File: config.mk
export PLATFORM = sky130hd
export DESIGN_NAME = hazard_ctrl
export DESIGN_NICKNAME = d
export VERILOG_FILES = /design/src/rtl/hazard_ctrl.sv
export SDC_FILE = /design/constraint.sdc
export NUM_CORES = 1
export LEC_CHECK = 0
export ABC_AREA = 1
export ABC_CLOCK_PERIOD_IN_PS = 1950
export CORE_ASPECT_RATIO = 1.1
export CORE_MARGIN = 8
export CORE_UTILIZATION = 55
export CTS_CLUSTER_SIZE = 8
export DETAILED_ROUTE_END_ITERATION = 12
export DONT_BUFFER_PORTS = 1
export PLACE_DENSITY_LB_ADDON = 0.2
export SLEW_MARGIN = 15
export SYNTH_ARGS = -nofsm -noshare
export SYNTH_HDL_FRONTEND = slang
export SYNTH_SLANG_ARGS = --single-unit
File: constraint.sdc
create_clock -name clk -period 1.95 [get_ports clk]
set_clock_uncertainty 0.15 [all_clocks]
set_input_delay 0.195 -clock clk [delete_from_list [all_inputs] [get_ports clk]]
set_output_delay 0.195 -clock clk [all_outputs]
set_load 0.01 [all_outputs]
File: src/rtl/hazard_ctrl.sv
//------------------------------------------------------------------------------
// hazard_ctrl: five-stage RV32I hazard, forwarding and memory-wait controller.
// Rev 1.0
//------------------------------------------------------------------------------
`default_nettype none

module hazard_ctrl #(
    parameter int MEM_TIMEOUT = 16,
    parameter int CNT_W       = 32
) (
    input  logic             clk,
    input  logic             reset_n,
    input  logic [4:0]       rs1_d,
    input  logic [4:0]       rs2_d,
    input  logic [4:0]       rs1_e,
    input  logic [4:0]       rs2_e,
    input  logic [4:0]       rd_e,
    input  logic [1:0]       result_src_e,
    input  logic             pc_src_e,
    input  logic             regwrite_m,
    input  logic [4:0]       rd_m,
    input  logic             regwrite_w,
    input  logic [4:0]       rd_w,
    input  logic             dmem_req_m,
    input  logic             dmem_ready,
    output logic             stall_f,
    output logic             stall_d,
    output logic             stall_e,
    output logic             stall_m,
    output logic             flush_d,
    output logic             flush_e,
    output logic             flush_w,
    output logic [1:0]       forward_a_e,
    output logic [1:0]       forward_b_e,
    output logic             halt,
    output logic [CNT_W-1:0] stall_cycles,
    output logic [CNT_W-1:0] flush_events
);

    localparam int WC_W = (MEM_TIMEOUT < 2) ? 1 : $clog2(MEM_TIMEOUT + 1);

    typedef enum logic [1:0] {
        S_RUN  = 2'd0,
        S_WAIT = 2'd1,
        S_ERR  = 2'd2
    } state_t;

    state_t             state_q;
    logic [WC_W-1:0]    wait_cnt_q;
    logic               halt_q;
    logic [CNT_W-1:0]   stall_cnt_q;
    logic [CNT_W-1:0]   flush_cnt_q;

    logic               mem_stall;
    logic               lw_stall;

    always_comb begin
        mem_stall = 1'b1;
        case (state_q)
            S_RUN:   mem_stall = dmem_req_m & ~dmem_ready;
            S_WAIT:  mem_stall = ~dmem_ready;
            default: mem_stall = 1'b1;
        endcase
    end

    assign lw_stall = (result_src_e == 2'b01) && (rd_e != 5'd0) &&
                      ((rd_e == rs1_d) || (rd_e == rs2_d));

    // A memory freeze suppresses redirects so they are replayed once it ends.
    always_comb begin
        stall_f = 1'b0;
        stall_d = 1'b0;
        stall_e = 1'b0;
        stall_m = 1'b0;
        flush_d = 1'b0;
        flush_e = 1'b0;
        flush_w = 1'b0;
        if (mem_stall) begin
            stall_f = 1'b1;
            stall_d = 1'b1;
            stall_e = 1'b1;
            stall_m = 1'b1;
            flush_w = 1'b1;
        end else begin
            stall_f = lw_stall;
            stall_d = lw_stall;
            flush_d = pc_src_e;
            flush_e = lw_stall | pc_src_e;
        end
    end

    always_comb begin
        forward_a_e = 2'b00;
        if (regwrite_m && (rd_m != 5'd0) && (rd_m == rs1_e))
            forward_a_e = 2'b10;
        else if (regwrite_w && (rd_w != 5'd0) && (rd_w == rs1_e))
            forward_a_e = 2'b01;
    end

    always_comb begin
        forward_b_e = 2'b00;
        if (regwrite_m && (rd_m != 5'd0) && (rd_m == rs2_e))
            forward_b_e = 2'b10;
        else if (regwrite_w && (rd_w != 5'd0) && (rd_w == rs2_e))
            forward_b_e = 2'b01;
    end

    always_ff @(posedge clk or negedge reset_n) begin
        if (!reset_n) begin
            state_q     <= S_RUN;
            wait_cnt_q  <= '0;
            halt_q      <= 1'b0;
            stall_cnt_q <= '0;
            flush_cnt_q <= '0;
        end else begin
            case (state_q)
                S_RUN: begin
                    if (mem_stall) begin
                        state_q    <= S_WAIT;
                        wait_cnt_q <= WC_W'(1);
                    end
                end
                S_WAIT: begin
                    if (dmem_ready) begin
                        state_q    <= S_RUN;
                        wait_cnt_q <= '0;
                    end else if (wait_cnt_q == WC_W'(MEM_TIMEOUT)) begin
                        state_q <= S_ERR;
                        halt_q  <= 1'b1;
                    end else begin
                        wait_cnt_q <= wait_cnt_q + WC_W'(1);
                    end
                end
                default: begin
                    state_q <= S_ERR;
                    halt_q  <= 1'b1;
                end
            endcase

            if (stall_f && (stall_cnt_q != {CNT_W{1'b1}}))
                stall_cnt_q <= stall_cnt_q + CNT_W'(1);
            if (flush_d && (flush_cnt_q != {CNT_W{1'b1}}))
                flush_cnt_q <= flush_cnt_q + CNT_W'(1);
        end
    end

    assign halt         = halt_q;
    assign stall_cycles = stall_cnt_q;
    assign flush_events = flush_cnt_q;

endmodule

`default_nettype wire

## After elaboration in Yosys (flattened, before gate mapping)

Cells that the tools add are included.

| storage, ports and cells | value |
|---|---|
| register bits | 72 |
| latch bits | 0 |
| RAM bits | 0 |
| ROM bits | 0 |
| input bits | 44 |
| word-level logic and storage cells | 67 |
| memories | 0 |

| operators by class | value |
|---|---|
| add/sub/neg operators | 3 |
| $mul | 0 |
| div/mod/pow operators | 0 |
| order comparisons | 0 |
| equal/unequal tests | 16 |
| shift-type cells | 0 |
| multiplexer cells | 20 |
| bitwise operators | 4 |
| reductions and logical operators | 19 |

Operator list:

| kind | number |
|---|---|
| $add A32 B1 Y32 const B | 2 |
| $ne A32 B32 Y1 const B | 2 |
| $eq A5 B5 Y1 | 6 |
| $mux W5 | 3 |
| $reduce_bool A5 Y1 | 3 |
| $logic_and A1 B1 Y1 | 10 |
| $mux W2 | 5 |
| $pmux W5 S2 | 1 |
| $mux W1 | 8 |
| $ne A2 B2 Y1 const B | 3 |
| $ne A3 B3 Y1 const B | 2 |
| $reduce_and A3 Y1 | 2 |
| $add A5 B1 Y5 const B | 1 |
| $eq A5 B5 Y1 const B | 1 |
| $eq A2 B1 Y1 const B | 2 |
| $pmux W1 S2 | 2 |
| $pmux W2 S2 | 1 |
| $logic_not A2 Y1 | 1 |
| $not A1 Y1 | 2 |
| $reduce_and A2 Y1 | 1 |
| $reduce_bool A2 Y1 | 1 |
| $and A1 B1 Y1 | 1 |
| $logic_or A1 B1 Y1 | 1 |
| $or A1 B1 Y1 | 1 |

## Depth between registers and ports, before layout

Gate-level depths: netlist of the first run.

| logic depth | value |
|---|---|
| word-level depth | 5 |
| mapped depth | 12 |

## Least setup slack after synthesis of the first run

OpenSTA, ideal clock, no wires.

| timing | value |
|---|---|
| path kind | reg-to-reg |
| from | register stall_cnt_q[0] (netlist: stall_cycles[0]) |
| to | register stall_cnt_q[26] (netlist: stall_cycles[26]) |
| arrival time | 1.614 ns |
| data required time | 1.683 ns |
| setup slack | 0.069 ns |
| stages on the path, launching flop included | 13 |
| path buffers | 0 |
| path through | dfrtp_1 > ha_1 > inv_1 > nor2_4 > nand2_2 > inv_2 > nand2_1 > nor2_1 > nand2_2 > nor2_1 > nand2_1 > nand2_1 > nand2_1 |

| between the ends | value |
|---|---|
| cells in the longest elaborated chain, start to end | 2 |
| elaborated cells between the ends (all ways) | 3 |
| those cells by class | add/sub (1); eq/ne (1); reduce/logical (1) |

Ends and longest elaborated chain:

| what | RTL line | source |
|---|---|---|
| start, declared | 51 | `logic [CNT_W-1:0] stall_cnt_q;` |
| start signal, assigned | 141 | `stall_cnt_q <= stall_cnt_q + CNT_W'(1);` |
| branches (longest 2 deep; another with $add A32 B1 Y32) | -- |  |

Parallel ways; which one is timed is not known.
A chain may end at the register's enable or synchronous reset.

## Worst setup path after layout of the first run

| timing | value |
|---|---|
| from | register stall_cnt_q[0] (netlist: stall_cycles[0]) |
| to | register stall_cnt_q[23] (netlist: stall_cycles[23]) |

Same word-level chain as after synthesis.

==> flow_metrics.tcl, run 1 <==
set metrics [dict create \
    outcome "finished with violations" \
    maxSlewHeadroom_pct 71.1 \
    grt_pass1_wl_um 24600 \
    synth_area_leader_cell "dfrtp_1" \
    worst_pin_slew_ns 0.431 \
    hold_slack_ns -0.641 \
    cp.depth 10 \
    postSynthAreaPerCell_um2 6.63 \
    path_class "register to register" \
    r2r-end "stall_cycles[23]" \
    rsz0062_at_grt "yes" \
    hold_class "primary input to async pin" \
    fin_util_pct 66.2 \
    ys_seq_area_share_pct 35.0 \
    chipWidth_um 108 \
    start_util_pct 55.7 \
    cp-endpoint "stall_cycles[23]" \
    ant_nets 0 \
    clockBufferDepth 2 \
    power.leakage_uw 0.00301 \
    reg2reg_from "stall_cycles[0]" \
    dr.pass1.iters 5 \
    ys.flop_type "dfrtp_1" \
    setup_viol 0 \
    power_density_nw_per_um2 507 \
    cpPeakStageDelay_ns 0.35 \
    yosysMostFrequentCell "nand2_1" \
    slowest_stage "dfrtp_1" \
    htree_levels 3 \
    violations "negative hold slack" \
    coreArea_um2 9260 \
    grt_usage_pct 23.7 \
    synthCells 778 \
    critPathLaunchType "register" \
    drtIter0Drc 253 \
    path_cells "buf_4, nand3_1, nor2_4, nand2_1, nor3_1, nand2_1, inv_1, nand2_1, nand2_1, nand2_1" \
    routed_via_density 5.29 \
    cts_root_buf "clkbuf_8" \
    post_drt_wl_per_cell_um 15.3 \
    place.gp.congestion 0.917 \
    ys.warnings.count 0 \
    async_reset_ff_share_pct 100 \
    portBuffers 0 \
    maxCapViolCount 0 \
    wirelength_um 14900 \
    fin_cells 974 \
    cts.clk_slew.worst_paths_ns 0.09 \
    vdd_ir_drop_max_mv 0.402 \
    report.final.slew_viol_count 0 \
    synthesis.area_um2 5150 \
    synth.area.top_cells "dfrtp_1 35%, nand2_1 22%, nor2_1 6.4%, nand3_1 6.1%, inv_1 5.2%" \
    worst_slack_ns 0.0474 \
    path_buf_inv 2 \
    dp_hpwl_um 11300 \
    clock_sinks 72 \
    fin_nets 900 \
    rr_worst_depth 10 \
    cp-startpoint "stall_cycles[0]" \
    required_ns 2.07 \
    cts_hold_buf 3 \
    pre_cts_ws_ns 0.00400 \
    clkLatencyLatePin_ns 0.37 \
    synth_nets 826 \
    fillers 799 \
    io_pins 120 \
    grt_start_max_net_pins 73 \
    tritoncts "yes" \
    r2r_slack_ns 0.05 \
    cp-end-kind "register" \
    final_hold_viol_count 72 \
    dp_cells 951 \
    grt_pass1_vias 5155 \
    antennaDiodeCount 0 \
    path_max_fanout 6 \
    syn_to_final_growth_pct 18.9 \
    drive_gt1_share_pct 15.2 \
    fmax_mhz 526 \
    drc 0 \
    antenna_found_initial 0 \
    crit_path_frequent_cell "nand2_1" \
    dieArea_um2 12700 \
    via_count 5153 \
    synth_edf_count 0 \
    timing.final.crit_share_pct 97.6 \
    numCtsBuffers 9 \
    crit_family "simple AND/OR/NAND/NOR gates" \
    synth.distinct_cells 30 \
    placementRows 37 \
    ys_ff_latch 72 \
    dieHeight_um 118 \
    fin_crit_ns 1.90 \
    gr-total-overflow 0 \
    worstPathArrival_ns 2.03 \
    synth_top_area_share_pct 35.0 \
    synthTopCellsByCount "303 x nand2_1, 88 x nor2_1, 72 x dfrtp_1, 71 x inv_1, 63 x nand3_1" \
]
==> stage by stage <==
stage | total power (uW) | TNS [ns] | hold WS, ns | cell area [um^2]
6_report | 3110 | 0 | -0.641 | 6130
3_5_place_dp | 1600 | 0 | -0.248 | 5760
4_1_cts | 3130 | 0 | -0.656 | 6040
3_3_place_gp | 1600 | 0 | -0.247 | 5760
2_1_floorplan | 1590 | 0 | -0.251 | 5150
5_1_grt | 3200 | -0.0841 | -0.661 | 6130
==> cells in the final DEF, fill, tap and decap left out, types with 2 or more instances in the layout <==
| cell type | n |
|---|---|
| nor2_4 | 5 |
| nand4_1 | 13 |
| nand3b_1 | 15 |
| clkbuf_8 | 10 |
| nand3_2 | 6 |
| buf_12 | 3 |
| bufinv_16 | 3 |
| nand3_1 | 63 |
| nor3_1 | 21 |
| dfrtp_1 | 72 |
| dlygate4sd3_1 | 3 |
| nand2_2 | 4 |
| nor4_1 | 2 |
| o21ai_0 | 13 |
| o21ai_1 | 10 |
| xnor2_1 | 22 |
| ha_1 | 4 |
| nor2_1 | 83 |
| nor3_2 | 2 |
| or2_2 | 2 |
| nor2_2 | 10 |
| nand2_1 | 303 |
| nand2_4 | 2 |
| buf_4 | 72 |
| xor2_1 | 28 |
| inv_1 | 71 |
| inv_2 | 5 |
==> cell type report <==
| cell class | count | area, um^2 | area share [%] |
|---|---|---|---|
| repair buffers | 79 | 642 | 10.5 |
| multi-input cells | 614 | 3000 | 49.0 |
| well taps | 117 | 146 | 2.39 |
| flip-flops and latches | 72 | 1800 | 29.4 |
| inverters | 76 | 285 | 4.65 |
| clock inverters | 6 | 115 | 1.88 |
| clock buffers | 10 | 138 | 2.24 |
==> worst min-delay path by stage <==
stage,endpoint,slack (ns),depth (start not counted)
5_1_grt,flush_events[29],-0.66,0
6_report,flush_events[29],-0.64,0
2_1_floorplan,flush_events[0],-0.25,0
3_3_place_gp,flush_events[19],-0.25,0
3_5_place_dp,flush_events[22],-0.25,0
4_1_cts,flush_events[30],-0.66,0
==> power breakdown <==
group	internal [uW]	switching (uW)	leakage [uW]	total [uW]
sequential	1490	0	0.000929	1490
combinational	48.5	39.6	0.00196	88.2
clock	892	639	0.000123	1530
==> logic make-up (layout without fill, tap and decap cells) <==
logic type	after synthesis	in the layout	synth area share, %
buffers and inverters	93	171	7.99
adder cells (fa/ha/maj)	4	4	0.971
flip-flops	72	72	35.0
XOR/XNOR	50	50	8.50
AND/OR/NAND/NOR	533	534	45.0
AO/OA/AOI/OAI	26	26	2.65
==> layer usage <==
layer / vias to the layer above / global-route usage (%) / wire, um / part of all wire, %
met5: - / 0 / 0 / 0
met4: 0 / 13.4 / 533 / 3.6
met3: 39 / 5.31 / 984 / 6.6
met2: 145 / 40.5 / 7620 / 51
met1: 2378 / 26.1 / 5730 / 39
li1: 2591 / - / - / -
==> sequential cells by signal, summed over array words and instances, names as in the netlist <==
signal and count:
wait_cnt_q 5, state_q 2, flush_events 32, stall_cycles 32
halt 1
==> timing repair <==
action | 4_1_cts | 5_1_grt
endpoints found under the hold margin | 79 | 72
setup endpoints to repair | 0 | 38
gates resized for setup | 0 | 13
setup buffers | 0 | 3
(Power assumes the default switching activity.)
==> run 2, diff against run 1 <==
CAP_MARGIN = 10   (was not set)
CORE_ASPECT_RATIO = 0.6   (was 1.1)
==> run 2 against run 1 <==
  * The run still ends with negative hold slack left
  * Cell area up 4.6%
  * First-iteration DRC count up 140%
  * Maximum frequency down 1.4%
  * Sequential cell count unchanged
  * Worst hold slack better by 0.048 ns
  * Critical endpoint is now flush_events[25]
  * Largest power group unchanged
  * Highest routed layer unchanged
==> flow_metrics.tcl, run 2 (synthesis gave the netlist of run 1 again) <==
set metrics [dict create \
    outcome "finished with violations" \
    violations "negative hold slack" \
    fin_nets 916 \
    setup_viol 0 \
    post_drt_wl_per_cell_um 16.7 \
    drtIter0Drc 613 \
    power.leakage_uw 0.00314 \
    vdd_ir_drop_max_mv 0.477 \
    required_ns 2.02 \
    rr_worst_depth 8 \
    portBuffers 0 \
    r2r_slack_ns 0.02 \
    cts_root_buf "clkbuf_16" \
    final_hold_viol_count 72 \
    fin_util_pct 70.0 \
    r2r-end "flush_events[25]" \
    cp-end-kind "register" \
    grt_start_max_net_pins 73 \
    fmax_mhz 518 \
    antenna_found_initial 0 \
    worst_pin_slew_ns 0.771 \
    wl_met3_um 1960 \
    path_max_fanout 4 \
    routedLengthMet1_um 7460 \
    syn_to_final_growth_pct 24.4 \
    timing.final.crit_share_pct 99.0 \
    via_count 5544 \
    critPathLaunchType "register" \
    dieHeight_um 91.0 \
    hold_slack_ns -0.593 \
    cts.clk_slew.worst_paths_ns 0.06 \
    grt_usage_pct 25.2 \
    placementRows 27 \
    drc 0 \
    chipWidth_um 141 \
    maxCapViolCount 0 \
    placed_area_um2 5830 \
    tritoncts "yes" \
    clock_sinks 72 \
    io_pins 120 \
    routed-wl-met2_um 7190 \
    wirelength_um 16700 \
    grt_pass1_vias 5173 \
    dp_hpwl_um 12400 \
    dr.pass1.iters 5 \
    grt_pass1_wl_um 26400 \
    dieArea_um2 12800 \
    ant_nets 0 \
    worst_slack_ns 0.0202 \
    routed.top_layer "met4" \
    routed_via_density 5.53 \
    report.final.slew_viol_count 0 \
    place.gp.congestion 0.930 \
    start_util_pct 56.3 \
    clkLatencyLatePin_ns 0.33 \
    pre_cts_ws_ns 0.0414 \
    path_class "register to register" \
    maxSlewHeadroom_pct 48.1 \
    numCtsBuffers 9 \
    coreArea_um2 9160 \
    clockBufferDepth 2 \
    worstPathArrival_ns 2.00 \
    power_density_nw_per_um2 549 \
    hold_class "primary input to async pin" \
    drive_gt1_share_pct 18.2 \
    final_common_cell "nand2_1" \
    gr-total-overflow 0 \
    final_area_um2 6410 \
    antennaDiodeCount 0 \
    htree_levels 3 \
    layout_common_cells "302 x nand2_1, 88 x buf_4, 80 x nor2_1, 71 x inv_1, 69 x dfrtp_1" \
    fillers 786 \
    reg2reg_from "flush_events[0]" \
    cts_hold_buf 4 \
    fin_crit_ns 1.93 \
]
==> run 2: cell types whose count changed in the layout (fill, tap and decap cells not counted), sizes merged <==
cell         previous run  this run
buf                    76        91
clkbuf                 10        12
clkinv                  1         2
clkinvlp                1         0
dlygate4sd3             3         4
inv                    77        76
nand3                  70        69
==> run 2: area by class of cell <==
cell class / count / area (um^2) / share of cell area, %
clock inverter: 5 / 104 / 1.62
multi-input combinational: 613 / 3040 / 47.5
tap: 130 / 163 / 2.54
sequential: 72 / 1810 / 28.2
clock buffer: 11 / 243 / 3.79
inverter: 76 / 285 / 4.45
timing repair buffer: 96 / 768 / 12.0
==> run 2: how the worst max path moves through the flow <==
| stage | from | end | cells past startpoint |
|---|---|---|---|
| floorplan | stall_cycles[0] | stall_cycles[26] | 12 |
| global placement | flush_events[16] | flush_events[25] | 7 |
| detailed placement | stall_cycles[1] | stall_cycles[28] | 10 |
| CTS | stall_cycles[1] | stall_cycles[28] | 10 |
| global route | flush_events[1] | flush_events[20] | 11 |
| finish | flush_events[0] | flush_events[25] | 8 |
==> run 2: metal layers <==
layer  vias up  global-route usage, %
met4         0                   4.80
met2       277                   37.5
met5         -                      0
met1      2633                   35.3
met3        15                   8.05
li1       2619                      -
==> run 2: timing repair <==
| action | in CTS | in global routing |
|---|---|---|
| gates resized for setup | 1 | 32 |
| setup buffers | 0 | 6 |
| pin swaps | 0 | 8 |
| hold endpoints to repair | 79 | 72 |
| cloned | 0 | 1 |
| endpoints found under the setup margin | 2 | 60 |
==> run 2: metrics by stage <==
stage / TNS [ns] / total power (uW) / std cells / hold WS [ns]
3_5_place_dp: 0 / 1610 / 976 / -0.248
2_1_floorplan: 0 / 1590 / 778 / -0.251
5_1_grt: -0.536 / 3620 / 1003 / -0.616
3_3_place_gp: 0 / 1600 / 976 / -0.247
4_1_cts: 0 / 3540 / 996 / -0.605
6_report: 0 / 3520 / 1003 / -0.593
==> run 2: critical path, stage by stage, from the launching register on <==
cell and delay, ns:
dfrtp_1 0.39, buf_4 0.13, nand3_2 0.13, nor2_2 0.20, nand3_1 0.18, nor2_1 0.25
nand3_1 0.15, o21ai_1 0.17, nand2_1 0.06
==> run 2: power breakdown <==
| part | switching, uW | internal (uW) |
|---|---|---|
| registers | 0 | 1490 |
| logic | 41.5 | 49.5 |
| clock network | 648 | 1290 |
